## src/rtl/dma_rd_scheduler.sv

```systemverilog
// Multi-channel DMA read scheduler: splits each channel transfer into bursts that
// never cross a 4 KB page and hands them to a read engine one at a time, round-robin.
module dma_rd_scheduler #(
  parameter int ADDR_WIDTH = 32,
  parameter int DATA_WIDTH = 32,
  parameter int BURST_LEN  = 8,
  parameter int NUM_CH     = 4,
  parameter int LEN_WIDTH  = 16
) (
  input  logic                              clk,
  input  logic                              reset_n,
  input  logic [NUM_CH-1:0]                 ch_start,
  input  logic [NUM_CH*ADDR_WIDTH-1:0]      ch_addr,
  input  logic [NUM_CH*LEN_WIDTH-1:0]       ch_len,
  output logic [NUM_CH-1:0]                 ch_busy,
  output logic [NUM_CH-1:0]                 ch_done,
  output logic                              cmd_valid,
  input  logic                              cmd_ready,
  output logic [ADDR_WIDTH-1:0]             cmd_addr,
  output logic [$clog2(BURST_LEN):0]        cmd_beats,
  output logic [$clog2(NUM_CH)-1:0]         cmd_ch,
  input  logic                              burst_done
);

  localparam int BYTES = DATA_WIDTH / 8;
  localparam int OFF   = $clog2(BYTES);
  localparam int BW    = $clog2(BURST_LEN) + 1;
  localparam int CHW   = $clog2(NUM_CH);
  localparam int MW    = (LEN_WIDTH > 13) ? LEN_WIDTH : 13;

  typedef enum logic [1:0] {IDLE, ISSUE, WAIT, UPDATE} state_t;

  state_t                state_q, state_d;
  logic [ADDR_WIDTH-1:0] addr_q [NUM_CH];
  logic [LEN_WIDTH-1:0]  rem_q  [NUM_CH];
  logic [CHW-1:0]        rr_ptr;

  logic [CHW-1:0]        win;
  logic [CHW-1:0]        cand;
  logic                  win_found;
  int                    idx;
  logic [12:0]           page_bytes;
  logic [MW:0]           page_beats;
  logic [MW:0]           rem_ext;
  logic [MW:0]           lim;
  logic [BW-1:0]         beats_d;

  // Round-robin search starts at the channel after the last grant.
  always_comb begin
    win       = rr_ptr;
    win_found = 1'b0;
    idx       = 0;
    cand      = '0;
    for (int i = 0; i < NUM_CH; i++) begin
      idx = int'(rr_ptr) + i;
      if (idx >= NUM_CH) idx = idx - NUM_CH;
      cand = CHW'(idx);
      if (!win_found && ch_busy[cand]) begin
        win       = cand;
        win_found = 1'b1;
      end
    end
  end

  // Burst size is the smallest of remaining beats, BURST_LEN and beats left in the page.
  always_comb begin
    page_bytes = 13'h1000 - {1'b0, addr_q[win][11:0]};
    page_beats = (MW+1)'(page_bytes >> OFF);
    rem_ext    = (MW+1)'(rem_q[win]);
    lim        = (MW+1)'(BURST_LEN);
    if (rem_ext < lim)    lim = rem_ext;
    if (page_beats < lim) lim = page_beats;
    beats_d    = BW'(lim);
  end

  always_comb begin
    state_d = state_q;
    case (state_q)
      IDLE:    if (win_found)  state_d = ISSUE;
      ISSUE:   if (cmd_ready)  state_d = WAIT;
      WAIT:    if (burst_done) state_d = UPDATE;
      UPDATE:  state_d = IDLE;
      default: state_d = IDLE;
    endcase
  end

  always_ff @(posedge clk or negedge reset_n) begin
    if (!reset_n) state_q <= IDLE;
    else          state_q <= state_d;
  end

  always_ff @(posedge clk or negedge reset_n) begin
    if (!reset_n) begin
      cmd_valid <= 1'b0;
      cmd_addr  <= '0;
      cmd_beats <= '0;
      cmd_ch    <= '0;
      rr_ptr    <= '0;
    end else begin
      if (state_q == IDLE && win_found) begin
        cmd_valid <= 1'b1;
        cmd_addr  <= addr_q[win];
        cmd_beats <= beats_d;
        cmd_ch    <= win;
        rr_ptr    <= (win == CHW'(NUM_CH - 1)) ? '0 : win + 1'b1;
      end else if (state_q == ISSUE && cmd_ready) begin
        cmd_valid <= 1'b0;
      end
    end
  end

  // A channel in UPDATE is still busy, so a same-cycle start on it is ignored.
  always_ff @(posedge clk or negedge reset_n) begin
    if (!reset_n) begin
      ch_busy <= '0;
      ch_done <= '0;
      for (int i = 0; i < NUM_CH; i++) begin
        addr_q[i] <= '0;
        rem_q[i]  <= '0;
      end
    end else begin
      ch_done <= '0;
      if (state_q == UPDATE) begin
        addr_q[cmd_ch] <= addr_q[cmd_ch] + (ADDR_WIDTH'(cmd_beats) << OFF);
        rem_q[cmd_ch]  <= rem_q[cmd_ch] - LEN_WIDTH'(cmd_beats);
        if (rem_q[cmd_ch] == LEN_WIDTH'(cmd_beats)) begin
          ch_busy[cmd_ch] <= 1'b0;
          ch_done[cmd_ch] <= 1'b1;
        end
      end
      for (int i = 0; i < NUM_CH; i++) begin
        if (ch_start[i] && !ch_busy[i]) begin
          if (ch_len[i*LEN_WIDTH +: LEN_WIDTH] == '0) begin
            ch_done[i] <= 1'b1;
          end else begin
            addr_q[i]  <= ch_addr[i*ADDR_WIDTH +: ADDR_WIDTH];
            rem_q[i]   <= ch_len[i*LEN_WIDTH +: LEN_WIDTH];
            ch_busy[i] <= 1'b1;
          end
        end
      end
    end
  end

endmodule

```

## config.mk

```make
export PLATFORM = sky130hd
export DESIGN_NAME = dma_rd_scheduler
export DESIGN_NICKNAME = d
export VERILOG_FILES = /design/src/rtl/dma_rd_scheduler.sv
export SDC_FILE = /design/constraint.sdc
export NUM_CORES = 1
export LEC_CHECK = 0
export CORE_MARGIN = 1.5
export CORE_UTILIZATION = 40
export DETAILED_ROUTE_END_ITERATION = 10
export GPL_ROUTABILITY_DRIVEN = 0
export MAX_ROUTING_LAYER = met4
export PLACE_DENSITY = 0.74
export SYNTH_ARGS = -nofsm -noshare
export SYNTH_HDL_FRONTEND = slang
export SYNTH_SLANG_ARGS = --single-unit
```

## constraint.sdc

```tcl
create_clock -name clk -period 5 [get_ports clk]
set_input_delay 1.25 -clock clk [delete_from_list [all_inputs] [get_ports clk]]
set_output_delay 1.25 -clock clk [all_outputs]
set_load 0.05 [all_outputs]
```

After elaboration in Yosys (flattened, before gate mapping)
Index checks and enable logic that the tools add are counted.

Bits of input ports: 200. Output and inout port bits: 47. Flip-flop bits (word level): 243. Word-level logic and storage cells: 166.

Bitwise operators: 4. Mux-type cells: 87. Reduce and logical (&&, ||, !) cells: 25. Magnitude comparators: 15. Add/sub/neg operators: 11. Equal/unequal tests: 8.

Operators with widths (number): 32-bit 2-to-1 mux (13); 16-bit 2-to-1 mux (14); 32-bit binary-select mux with 2-bit select (2); 128-bit bitwise mux (1); 128-bit 2-to-1 mux (1); 16-bit binary-select mux with 2-bit select (2); 64-bit bitwise mux (1); 32-bit demux with 2-bit select (1); 16-bit logical NOT (4); 64-bit 2-to-1 mux (1); 32-bit by 6-bit adder with 32-bit output (1); 16-bit demux with 2-bit select (1); 1-bit 2-to-1 mux (27); 2-bit 2-to-1 mux (12); 4-bit 2-to-1 mux (5); 16-bit by 4-bit == test with 1-bit output (1); 11-bit by 16-bit less-than comparator with 1-bit output (1); 16-bit by 4-bit less-than comparator with 1-bit output (second input constant) (1); 16-bit by 4-bit subtractor with 16-bit output (1); 3-bit greater-or-equal comparator (second input constant) (5); 2-bit by 3-bit less-than comparator with 1-bit output (second input constant) (5); 13-bit by 12-bit subtractor with 13-bit output (first input constant) (1); 1-bit logical AND (11); 1-bit binary-select mux with 2-bit select (4); 19 further kinds (34).

Longest topological paths before layout
Gate-level depths: netlist (run 1).

Word-level depth: 22. Gate-level depth with buffers: 21. Mapped depth without buffers: 18.

Worst setup path before layout (run 1)
No wires, ideal clock.

Path kind: register to register. Start point: register cmd_ch[1]. End point: register addr_q[126] in the netlist's numbering. Buffers on the path: 6. Period minus slack after synthesis: 4.591 ns. Arrival time: 4.447 ns. Setup time: 0.143 ns. Stages on the path, launching flop included: 18. Required time: 4.857 ns. Slack: 0.409 ns. Path through: dfrtp_1 buf_4 buf_4 buf_2 buf_4 buf_2 buf_2 mux4_2 ha_1 nor2b_1 o21ai_0 a211o_1 or2_1 nand2b_1 nor2_1 nand3_1 xor2_1 o221ai_1.

Longest elaborated chain between the ends: 9. Elaborated cells on any way between the ends: 14. Those cells by class: 1 x add/sub; 2 x order compare; 9 x mux; 1 x bitwise; 1 x reduce/logical.

RTL lines: start: declaration (RTL line 21) `output logic [$clog2(NUM_CH)-1:0] cmd_ch,`; start signal: assignment (RTL line 104) `cmd_ch <= win;`; 2-bit inverter with 3-bit output (not written as such) * (RTL line 124) `addr_q[cmd_ch] <= addr_q[cmd_ch] + (ADDR_WIDTH'(cmd_beats) << OFF);`; 32-bit binary-select mux with 2-bit select, or another cell as far along (RTL line 124); 32-bit 2-to-1 mux (not written as such) / 1-bit logical AND (equally long branches) (RTL line 124); 32-bit 2-to-1 mux (not written as such) (RTL line 124); 32-bit by 6-bit adder with 32-bit output / 32-bit demux with 2-bit select (equally long branches) (RTL line 124); 128-bit bitwise mux * (RTL line 124); 128-bit 2-to-1 mux * (RTL line 123) `if (state_q == UPDATE) begin`; 32-bit 2-to-1 mux (RTL line 133) `if (ch_len[i*LEN_WIDTH +: LEN_WIDTH] == '0) begin`; 32-bit 2-to-1 mux * (RTL line 132) `if (ch_start[i] && !ch_busy[i]) begin`; end signal: indexed assignment (RTL line 124); end signal: indexed assignment (RTL line 136) `addr_q[i] <= ch_addr[i*ADDR_WIDTH +: ADDR_WIDTH];`; end: declaration (RTL line 34) `logic [ADDR_WIDTH-1:0] addr_q [NUM_CH];`.

Mark *: on every way between the ends. The rest lies on a longest branch, timed or not. The select of a mux whose other input is x is not followed. A chain may end at the register's enable or synchronous reset.

Worst setup path in the final report (run 1)
Start point: register ch_busy[2]. End point: register cmd_beats[1].

Longest elaborated chain between the ends: 20. Elaborated cells on any way between the ends: 35. Those cells by class: 1 x add/sub; 2 x order compare; 24 x mux; 1 x bitwise; 7 x reduce/logical.

RTL lines: start: declaration (RTL line 15) `output logic [NUM_CH-1:0] ch_busy,`; start signal: assignment (RTL line 115) `ch_busy <= '0;`; start signal: indexed assignment (RTL line 127) `ch_busy[cmd_ch] <= 1'b0;`; start signal: indexed assignment (RTL line 138) `ch_busy[i] <= 1'b1;`; 1-bit binary-select mux with 2-bit select (RTL line 58) `if (!win_found && ch_busy[cand]) begin`; 1-bit 2-to-1 mux (not written as such) (RTL line 58); 1-bit 2-to-1 mux (RTL line 58); 1-bit logical NOT (RTL line 58); 1-bit logical AND (RTL line 58); 1-bit 2-to-1 mux (RTL line 58); 1-bit logical NOT (RTL line 58); 1-bit logical AND (RTL line 58); [3 not listed]; 2-bit 2-to-1 mux (RTL line 58); 2-bit inverter with 3-bit output (not written as such) (RTL line 67, 69); 16-bit binary-select mux with 2-bit select (RTL line 69) `rem_ext = (MW+1)'(rem_q[win]);`; 16-bit 2-to-1 mux (not written as such) (2 in a row) (RTL line 69); 16-bit by 4-bit less-than comparator with 1-bit output (RTL line 71) `if (rem_ext < lim) lim = rem_ext;`; 16-bit 2-to-1 mux (RTL line 71); 11-bit by 16-bit less-than comparator with 1-bit output (RTL line 72) `if (page_beats < lim) lim = page_beats;`; 4-bit 2-to-1 mux (RTL line 72); end signal: assignment (RTL line 103) `cmd_beats <= beats_d;`; end: declaration (RTL line 20) `output logic [$clog2(BURST_LEN):0] cmd_beats,`.

Several ways; a longest one is shown, not always the timed one. The select of a mux whose other input is x is not followed.

==> impl_metrics.json, run 1 <==
{
  "setup.worst_path.start_class": "flip-flop",
  "routed.top_layer": "met4",
  "yosysSeqAreaShare_pct": 41.29,
  "path_class": "flip-flop to flip-flop",
  "ys_warn_count": 0,
  "grt_antenna_before_repair": 0,
  "final_cell_mix": "nand2_1 (322), clkdlybuf4s50_1 (245), dfrtp_1 (241), nor2_1 (209), o21ai_0 (209)",
  "drt-initial-drc-count": 1598,
  "synthDistinctLibCells": 73,
  "timing.hold.ws_ps": 478.2,
  "synthFlopType": "dfrtp_1",
  "dr.pass1.iters": 6,
  "cap_violations": 0,
  "layout_commonest_cell": "nand2_1",
  "hold_violations": 0,
  "cp_slowest_cell": "dfrtp_1",
  "drive_above_1_share_pct": 9.196,
  "grt_max_degree": 113,
  "internal_power_w": 0.007051,
  "drc": 0,
  "cp_top_family": "compound AO/OA/AOI/OAI gates",
  "ant_nets": 0,
  "fin_cells": 2372,
  "vias": 13809,
  "hold_path_class": "flip-flop to flip-flop",
  "swShare_pct": 45.99,
  "cts.path.max_buffers": 3,
  "clock_skew_ps": 25.94,
  "clk_pin_slew_worst_paths_ps": 60,
  "power_frac_comb_pct": 54.5,
  "relSlewSlack_pct": 18.18,
  "critPathCaptureType": "flip-flop",
  "fin_util_pct": 50.87,
  "grt_usage_pct": 27.72,
  "cpPeakStageDelay_ps": 470,
  "start_util_pct": 40.42,
  "cp_cell_sequence": "and2b_1 > o21ai_2 > nand2_8 > buf_4 > o311ai_1 > nand4_2 > a211oi_2 > nand3_1 > ha_1 > a21o_1 > a21oi_1 > o211ai_1 > o21ai_0 > a21oi_2 > mux2_4 > mux2i_1",
  "wl_um": 51210,
  "area_delta_synth_final_pct": 25.86,
  "min_period_over_period_pct": 94.14,
  "cellPowerDensity_mw_per_mm2": 704.4,
  "layout_min_cycle_time_ps": 4707,
  "pwr-share-clk_pct": 16.5,
  "clk_latency_ps": 570,
  "setup_viol": 0,
  "grt_pass1_wl_um": 79940,
  "h-tree-depth": 1,
  "final_nets": 2106,
  "sequentialPowerShare_pct": 29.1,
  "ios": 247,
  "vias_per_cell": 5.822,
  "synth_edf_count": 0,
  "place_inst": 2320,
  "power.switching_w": 0.006004,
  "wire_per_inst_um": 21.59,
  "synthArstFlopShare_pct": 100.0,
  "routedLengthMet1_um": 20650,
  "fin_area_mm2": 0.01854,
  "worstPathRequired_ps": 5460,
  "cts_tree": "yes",
  "nFillCells": 3295,
  "dieWidth_um": 194.9,
  "die_y_um": 194.9,
  "synth_seq_cells": 243,
  "row_count": 70,
  "wl_met2_um": 24210,
  "worstMarginPinSlew_ps": 1227,
  "max_freq_ghz": 0.2125,
  "worst-path-max-fanout": 53,
  "dieArea_mm2": 0.03798,
  "cp.buffers_inverters": 1,
  "first_global_vias": 13991,
  "io_buffers": 246,
  "netlist_instances": 1686,
  "wl_met3_um": 4495,
  "placed_cell_area_mm2": 0.01755,
  "cts_root_buf": "clkbuf_16",
  "vdd_ir_drop_max_mv": 0.2865,
  "dp_hpwl_um": 35520,
  "numClockSinks": 243,
  "syn_avg_cell_area_um2": 8.735,
  "syn_area_mm2": 0.01473,
  "grt_remaining_overflow": 0,
  "slew_viol_final": 0,
  "cts_buffers": 28,
  "status": "finished, final reports clean",
  "leakage_nw": 7.132,
  "cts_setup_buffers": 0,
  "core_mm2": 0.03643,
  "arrival_ps": 5170
}
power groups by stage:
stage | combinational [W] | clock (W) | sequential (W)
after floorplan | 0.00477 | 0 | 0.00397
after detailed placement | 0.00697 | 0 | 0.00377
final | 0.00711 | 0.00215 | 0.00379
after CTS | 0.00704 | 0.00217 | 0.00376
after global placement | 0.00675 | 0 | 0.00373
after global routing | 0.00781 | 0.00225 | 0.00388
synthesized netlist by cell type, drive strengths merged (5+ instances only):
library cell  number  area (µm²)
nor2             213       807.0
nor3b              7       52.55
nand2            323        1220
nor2b             12       75.07
xor2              25       219.0
nand3             46       235.2
mux4              46        1036
nand2b            13       81.33
xnor2             26       242.7
o21ai            241        1210
mux2i             78       780.8
dfrtp            243        6081
or4                6       45.04
clkbuf            81       304.0
buf               34       226.5
a21oi            103       523.0
nor4              23       162.7
inv               22       82.58
nor3               7       35.03
mux2              16       187.7
a21o               8       60.06
a211oi             7       57.55
nand4             12       87.58
o221ai            16       140.1
and3               5       31.28
ha                22       275.3
through the flow:
step | setup slack (ps) | power (W) | TNS, ps
2_1_floorplan | 409.2 | 0.008738 | 0
3_3_place_gp | 409.6 | 0.01048 | 0
3_5_place_dp | 116.7 | 0.01074 | 0
4_1_cts | 99.18 | 0.01297 | 0
5_1_grt | -29.21 | 0.01393 | -29.21
6_report | 293.2 | 0.01306 | 0
final cells by class:
type / instances / area [µm²] / area share, %
inverter: 22 / 82.58 / 0.4455
sequential: 243 / 6083 / 32.82
timing repair buffer: 275 / 2698 / 14.55
multi-input combinational: 1312 / 8119 / 43.80
antenna: 1 / 2.502 / 0.01350
clock buffer: 40 / 857.1 / 4.624
tap: 468 / 585.6 / 3.159
clock inverter: 11 / 107.6 / 0.5805
sequential cells by signal, indices dropped and copies added, names as in the netlist, 4 cells and up:
register and cells:
rem_q 64, ch_busy 4, cmd_addr 32, ch_done 4
addr_q 128, cmd_beats 4
worst reg2reg max path, stage by stage, from the launching register on:
cell and delay (ps):
dfrtp_1 470, and2b_1 250, o21ai_2 380, nand2_8 220
buf_4 390, o311ai_1 400, nand4_2 260, a211oi_2 320
nand3_1 160, ha_1 320, a21o_1 120, a21oi_1 80
o211ai_1 330, o21ai_0 200, a21oi_2 250, mux2_4 330
mux2i_1 120
timing repair:
item                       CTS  global route
hold buffers                 0             0
gates resized for setup      0             3
setup endpoints to repair    0             3
worst paths after layout:
kind | end | from | slack, ps | cells past startpoint
worst min register to register | cmd_addr[24] | cmd_addr[24] | 480 | 2
worst max-delay path | cmd_beats[1] | ch_busy[2] | 290 | 16
worst max register to register | cmd_beats[1] | ch_busy[2] | 290 | 16
min in group asynchronous | addr_q[123] | reset_n | 770 | 1
max in group asynchronous | addr_q[110] | reset_n | 3210 | 2
worst min-delay path | cmd_addr[24] | cmd_addr[24] | 480 | 2
metal layers:
layer,vias to the layer above,global-route usage [%]
met1,6623,36.06
met4,0,10.62
met2,789,44.18
li1,6270,-
met5,-,-
met3,127,3.644
cell families (layout without fill, tap and decap cells):
family	after synthesis	after routing	share of synthesized area, %
flops	243	243	41.29
fa+ha+maj	24	24	2.141
other cells	1	8	0.02546
compound gates	404	404	15.40
buf+inv	137	348	4.163
xor+xnor	51	51	3.135
mux	140	140	13.61
simple gates	686	686	20.23
(Power assumes the default switching activity.)
==> run 2, diff against run 1 <==
--- a/config.mk
+++ b/config.mk
@@ -7,10 +7,13 @@
 export LEC_CHECK = 0
 export CORE_MARGIN = 1.5
 export CORE_UTILIZATION = 40
+export CTS_BUF_LIST = sky130_fd_sc_hd__clkbuf_4 sky130_fd_sc_hd__clkbuf_8 sky130_fd_sc_hd__clkbuf_16
+export CTS_CLUSTER_SIZE = 12
 export DETAILED_ROUTE_END_ITERATION = 10
 export GPL_ROUTABILITY_DRIVEN = 0
 export MAX_ROUTING_LAYER = met4
 export PLACE_DENSITY = 0.74
+export RECOVER_POWER = 25
 export SYNTH_ARGS = -nofsm -noshare
 export SYNTH_HDL_FRONTEND = slang
 export SYNTH_SLANG_ARGS = --single-unit
==> run 2 against run 1 <==
  * Largest cell class unchanged
  * Worst setup slack better by 17 ps
  * Die area unchanged
  * First-iteration DRC count down 8.8%
  * Critical endpoint unchanged
  * Critical path depth unchanged
  * The run now ends with max-capacitance violations, max-slew violations left
  * Hold slack about the same
  * Via count up 0.91%
  * Highest routed layer unchanged
==> impl_metrics.json, run 2 (synthesis results as in run 1) <==
{
  "die_y_um": 194.9,
  "timing.hold.ws_ps": 478.1,
  "regToRegSetupSlack_ps": 310,
  "wl_um": 51150,
  "cts_setup_buffers": 0,
  "hold_violations": 0,
  "worst-path-max-fanout": 53,
  "arrival_ps": 5150,
  "largest_reg_flops": 128,
  "hold_path_class": "flip-flop to flip-flop",
  "grt_busiest_layer": "met2",
  "layout_min_cycle_time_ps": 4690,
  "cts-hold-fix-buffers": 0,
  "grt_antenna_before_repair": 0,
  "worstMarginPinSlew_ps": 2904,
  "drt-initial-drc-count": 1458,
  "min_delay_path_depth": 2,
  "grt_remaining_overflow": 0,
  "fin_util_pct": 50.83,
  "row_count": 70,
  "min_period_over_period_pct": 93.80,
  "first_global_vias": 13992,
  "dieArea_mm2": 0.03798,
  "cts_tree": "yes",
  "vdd_ir_drop_max_mv": 0.2871,
  "path_class": "flip-flop to flip-flop",
  "h-tree-depth": 1,
  "cap_violations": 1,
  "layout_commonest_cell": "nand2_1",
  "clk_pin_slew_worst_paths_ps": 60,
  "grt_max_degree": 113,
  "largest-register": "addr_q",
  "nFillCells": 3299,
  "vias": 13935,
  "wire_per_inst_um": 21.56,
  "drc": 0,
  "ios": 247,
  "clock_skew_ps": 26.72,
  "slew_viol_final": 113,
  "drive_above_1_share_pct": 9.301,
  "max_freq_ghz": 0.2132,
  "worstReg2RegEnd": "cmd_beats[1]",
  "start_util_pct": 40.42,
  "dieWidth_um": 194.9,
  "grt_pass1_wl_um": 79870,
  "final_nets": 2106,
  "vias_per_cell": 5.875,
  "cts_buffers": 28,
  "holdCritStartpoint": "cmd_addr[24]",
  "setup.worst_path.start_class": "flip-flop",
  "setup_viol": 0,
  "cts_root_buf": "clkbuf_16",
  "reg_top3": "addr_q x128, rem_q x64, cmd_addr x32",
  "met1_usage_pct": 36.02,
  "met2_usage_pct": 44.19,
  "grt_usage_pct": 27.71,
  "ant_nets": 0,
  "cellPowerDensity_mw_per_mm2": 704.4,
  "critPathCaptureType": "flip-flop",
  "worstPathRequired_ps": 5460,
  "holdPathEnd": "cmd_addr[24]",
  "dr.pass1.iters": 6,
  "io_buffers": 246,
  "final_cell_mix": "nand2_1 (322), clkdlybuf4s50_1 (245), dfrtp_1 (241), nor2_1 (209), o21ai_0 (209)",
  "leakage_nw": 7.131,
  "status": "finished, violations left",
  "core_mm2": 0.03643,
  "area_delta_synth_final_pct": 25.76,
  "dp_hpwl_um": 35520,
  "clk_latency_ps": 570,
  "failed_checks": "max-capacitance violations, max-slew violations",
  "grt_use_met3_pct": 3.627,
  "ctsResizeCount": 0,
  "numClockSinks": 243,
  "r2r-start": "ch_busy[2]",
  "relSlewSlack_pct": -93.61,
  "cts.path.max_buffers": 3,
  "ff2ff_path_depth": 16
}
==> run 2: area by class of cell <==
cell class / instances / area (µm²) / share of cell area, %
clock buffers: 40 / 864.6 / 4.668
clock inverters: 11 / 107.6 / 0.5810
flip-flops and latches: 243 / 6083 / 32.85
diodes: 1 / 2.502 / 0.01351
well taps: 468 / 585.6 / 3.162
inverters: 22 / 82.58 / 0.4459
multi-input cells: 1312 / 8119 / 43.84
repair buffers: 275 / 2675 / 14.44
==> run 2: through the flow <==
stage	area, µm²	cells	power, W	setup WS [ps]	TNS [ps]
finish	18520	2372	0.01305	310.0	0
global route	18520	2371	0.01394	-29.21	-29.21
CTS	18530	2371	0.01298	99.18	0
detailed placement	17550	2320	0.01074	116.7	0
global placement	17550	2320	0.01048	409.6	0
floorplan	14750	1692	0.008738	409.2	0
==> run 2: how the worst max path moves through the flow <==
stage / startpoint / end / slack (ps) / cells past startpoint
5_1_grt: ch_busy[0] / cmd_beats[1] / -30 / 16
3_5_place_dp: ch_busy[0] / cmd_beats[1] / 120 / 16
6_report: ch_busy[2] / cmd_beats[1] / 310 / 16
2_1_floorplan: cmd_ch[1] / addr_q[126] / 410 / 17
4_1_cts: ch_busy[0] / cmd_beats[1] / 100 / 16
3_3_place_gp: ch_busy[0] / cmd_beats[1] / 410 / 16
==> run 2: critical path, cell delays in order, from the launching register on <==
cell	delay (ps)
dfrtp_1	470
and2b_1	250
o21ai_2	390
nand2_8	220
buf_4	390
o311ai_1	390
nand4_2	260
a211oi_2	320
nand3_1	150
ha_1	320
a21o_1	110
a21oi_1	60
o211ai_1	320
o21ai_0	200
a21oi_2	250
mux2_4	330
mux2i_1	120
==> run 2: routing by layer <==
| layer | vias to the layer above | wire (µm) | part of all wire [%] |
|---|---|---|---|
| met1 | 6721 | 20230 | 40 |
| met5 | - | 0 | 0 |
| met2 | 813 | 24400 | 48 |
| met4 | 0 | 1843 | 3.6 |
| li1 | 6275 | - | - |
| met3 | 126 | 4672 | 9.1 |
==> run 2: power by group <==
part	internal, W	switching [W]	leakage, nW	total, W
clock	0.00130	0.000865	0.491	0.00216
sequential	0.00292	0.000875	2.86	0.00379
combinational	0.00285	0.00425	3.78	0.00709
total	0.00706	0.00599	7.13	0.0130
==> run 3, diff against run 2 <==
--- a/config.mk
+++ b/config.mk
@@ -5,6 +5,7 @@
 export SDC_FILE = /design/constraint.sdc
 export NUM_CORES = 1
 export LEC_CHECK = 0
+export ABC_AREA = 1
 export CORE_MARGIN = 1.5
 export CORE_UTILIZATION = 40
 export CTS_BUF_LIST = sky130_fd_sc_hd__clkbuf_4 sky130_fd_sc_hd__clkbuf_8 sky130_fd_sc_hd__clkbuf_16
==> run 3 against run 2 <==
  * The run still ends with max-capacitance violations, max-slew violations left
  * Flip-flop and latch count did not move
  * Worst setup slack improved by 22 ps
  * Die area rose by 2.3%
  * Critical endpoint is now cmd_beats[0]
==> impl_metrics.json, run 3 <==
{
  "cap_violations": 1,
  "dieWidth_um": 197.1,
  "arrival_ps": 5130,
  "nFillCells": 3491,
  "relSlewSlack_pct": -91.95,
  "holdPathEnd": "cmd_valid",
  "cpPeakStageDelay_ps": 510,
  "yosysSeqAreaShare_pct": 40.34,
  "final.setup.tns_ps": 0,
  "clk_pin_slew_worst_paths_ps": 60,
  "synthArstFlopShare_pct": 100.0,
  "synth_edf_count": 0,
  "yosysMostFrequentCell": "nand2_1",
  "worstReg2RegEnd": "cmd_beats[0]",
  "cp_cell_sequence": "inv_2 > nand2_1 > nand2_2 > nand2_2 > nand2_4 > nand2_1 > nand2_1 > nand2_1 > nand2_4 > nand2_4 > inv_2 > buf_4 > o21ai_0 > o22ai_1 > nor2_1 > nand3_2 > xor2_1 > ha_1 > a21o_1 > a21oi_1 > nand3_1 > nand3_1 > nand2_1",
  "synth_common_cells": "nand2_1 (378), a21oi_1 (283), dfrtp_1 (243), nor2_1 (240), inv_1 (213)",
  "syn_area_mm2": 0.01507,
  "hold_path_class": "flip-flop to flip-flop",
  "vias": 16429,
  "timing.hold.ws_ps": 486.0,
  "grt_setup_unrepaired": "no",
  "io_buffers": 246,
  "fin_cells": 2793,
  "dieArea_mm2": 0.03886,
  "dp_hpwl_um": 40490,
  "slew_viol_final": 104,
  "setup_viol": 0,
  "die_y_um": 197.1,
  "cts_root_buf": "clkbuf_16",
  "ys_warn_count": 0,
  "numClockSinks": 243,
  "synth_area_leaders": "dfrtp_1 (40%), nand2_1 (9.4%), a21oi_1 (9.4%), nor2_1 (6.0%), o21ai_0 (5.5%)",
  "synthDistinctLibCells": 56,
  "final_nets": 2491,
  "netlist_instances": 2059,
  "worstPathRequired_ps": 5460,
  "ff2ff_path_depth": 23,
  "final_cell_mix": "nand2_1 (378), a21oi_1 (283), clkdlybuf4s50_1 (245), dfrtp_1 (242), nor2_1 (232)",
  "cp_slowest_cell": "dfrtp_2",
  "grt_pass1_wl_um": 90530,
  "start_util_pct": 40.88,
  "grt_remaining_overflow": 0,
  "failed_checks": "max-capacitance violations, max-slew violations",
  "seqCellArea_mm2": 0.006082,
  "reg_top3": "addr_q x128, rem_q x64, cmd_addr x32",
  "ant_nets": 0,
  "setup.worst_path.start_class": "flip-flop",
  "leakage_nw": 8.577,
  "layout_commonest_cell": "nand2_1",
  "status": "finished, violations left",
  "max_freq_ghz": 0.2142,
  "wl_um": 59180,
  "row_count": 70,
  "core_mm2": 0.03687,
  "vias_per_cell": 5.882,
  "clock_skew_ps": 14.19,
  "worst-path-max-fanout": 32,
  "syn_avg_cell_area_um2": 7.321,
  "area_delta_synth_final_pct": 26.64,
  "largest-register": "addr_q",
  "hold_violations": 0,
  "cts_setup_buffers": 0,
  "grt_antenna_before_repair": 0,
  "path_class": "flip-flop to flip-flop",
  "vdd_ir_drop_max_mv": 0.3568,
  "crit_top_cell": "nand2_1",
  "drt-initial-drc-count": 1934,
  "fin_area_mm2": 0.01909,
  "place_inst": 2741,
  "cts_buffers": 28,
  "fin_total_pwr_w": 0.01442,
  "regToRegSetupSlack_ps": 330,
  "cts.path.max_buffers": 3,
  "wire_per_inst_um": 21.19,
  "cts_tree": "yes",
  "layout_min_cycle_time_ps": 4668,
  "drive_above_1_share_pct": 7.517,
  "ios": 247,
  "synthFlopType": "dfrtp_1",
  "grt_max_degree": 104,
  "worstMarginPinSlew_ps": 2879,
  "min_period_over_period_pct": 93.37,
  "synth_seq_cells": 243,
  "critPathCaptureType": "flip-flop",
  "dr.pass1.iters": 7,
  "r2r-start": "rr_ptr[0]",
  "multi_input_area_mm2": 0.007665,
  "cts-hold-fix-buffers": 0,
  "drc": 0,
  "largest_reg_flops": 128,
  "yosysTopAreaCellShare_pct": 40.34,
  "placed_cell_area_mm2": 0.01811,
  "synth_top_cell_by_area": "dfrtp_1",
  "h-tree-depth": 1,
  "clk_latency_ps": 580,
  "grt_usage_pct": 30.89,
  "cellPowerDensity_mw_per_mm2": 755.4,
  "holdCritStartpoint": "cmd_valid",
  "min_delay_path_depth": 2,
  "first_global_vias": 16411
}
-- run 3: changes by cell type in the layout (fill, tap and decap cells not counted), moves of 28 or more --
cell,delta
inv_1,+190
a21oi_1,+182
mux2i_1,-70
nand2_1,+56
a22oi_1,+46
mux4_2,-46
o21ai_0,-42
o22ai_1,+35
a31oi_1,+31
o21ai_1,-28
-- run 3: worst max-delay path, delay by kind of cell, from the launching register on --
family,cells,cell delay (ps)
simple gates,14,1610
flops,1,510
buf+inv,3,990
compound gates,4,970
xor+xnor,1,160
fa+ha+maj,1,260
-- run 3: cell type report --
type                    instances  area share [%]
clock buffers                  41           4.509
repair buffers                292           14.81
multi-input cells            1468           40.15
flip-flops and latches        243           31.86
clock inverters                10          0.7406
well taps                     504           3.303
diodes                          1         0.01311
inverters                     234           4.614
-- run 3: where the power goes --
| part | total, W | switching [W] | internal [W] | leakage (nW) |
|---|---|---|---|---|
| clock | 0.00222 | 0.000879 | 0.00134 | 0.496 |
| sequential | 0.00355 | 0.000704 | 0.00285 | 2.98 |
| combinational | 0.00865 | 0.00583 | 0.00282 | 5.10 |
| total | 0.0144 | 0.00742 | 0.00701 | 8.58 |
-- run 3: metal layers --
layer / up-vias / track usage [%] / wire, µm
met2: 1225 / 45.92 / 25740
met4: 0 / 18.89 / 3856
li1: 7311 / - / -
met5: - / - / 0
met1: 7621 / 38.29 / 22280
met3: 272 / 6.949 / 7311
-- run 3: repair_timing --
action	in CTS	in global routing
endpoints found under the hold margin	0	0
resized for setup	0	1
endpoints found under the setup margin	0	4
-- run 3: kinds of logic (layout without fill, tap and decap cells) --
kind of cell               Yosys count  count (layout)  share of synthesized area [%]
and+or+nand+nor                    766             766                          21.89
AOI/OAI and AO/OA                  620             620                          23.31
buffers and inverters              354             577                          9.321
DFF                                243             243                          40.34
xor gates and xnor gates            43              43                          2.498
adders and majority gates           24              24                          2.092
muxes                                8               8                         0.5312
other                                1               8                        0.02488
-- run 3: worst max path at each step --
stage / startpoint / to / slack (ps) / cells after the start
detailed placement: rr_ptr[0] / cmd_beats[2] / 350 / 22
finish: rr_ptr[0] / cmd_beats[0] / 330 / 23
floorplan: cmd_ch[1] / addr_q[62] / 980 / 22
global route: rr_ptr[0] / cmd_beats[1] / 80 / 29
global placement: rr_ptr[0] / cmd_beats[0] / 590 / 22
CTS: rr_ptr[0] / cmd_beats[0] / 330 / 22
-- run 3: metrics by stage --
step           util [%]  setup slack [ps]
4_1_cts           51.83             325.2
3_5_place_dp      49.11             347.6
5_1_grt           51.77             75.09
2_1_floorplan         -             983.1
3_3_place_gp      49.11             594.5
6_report          51.77             331.6
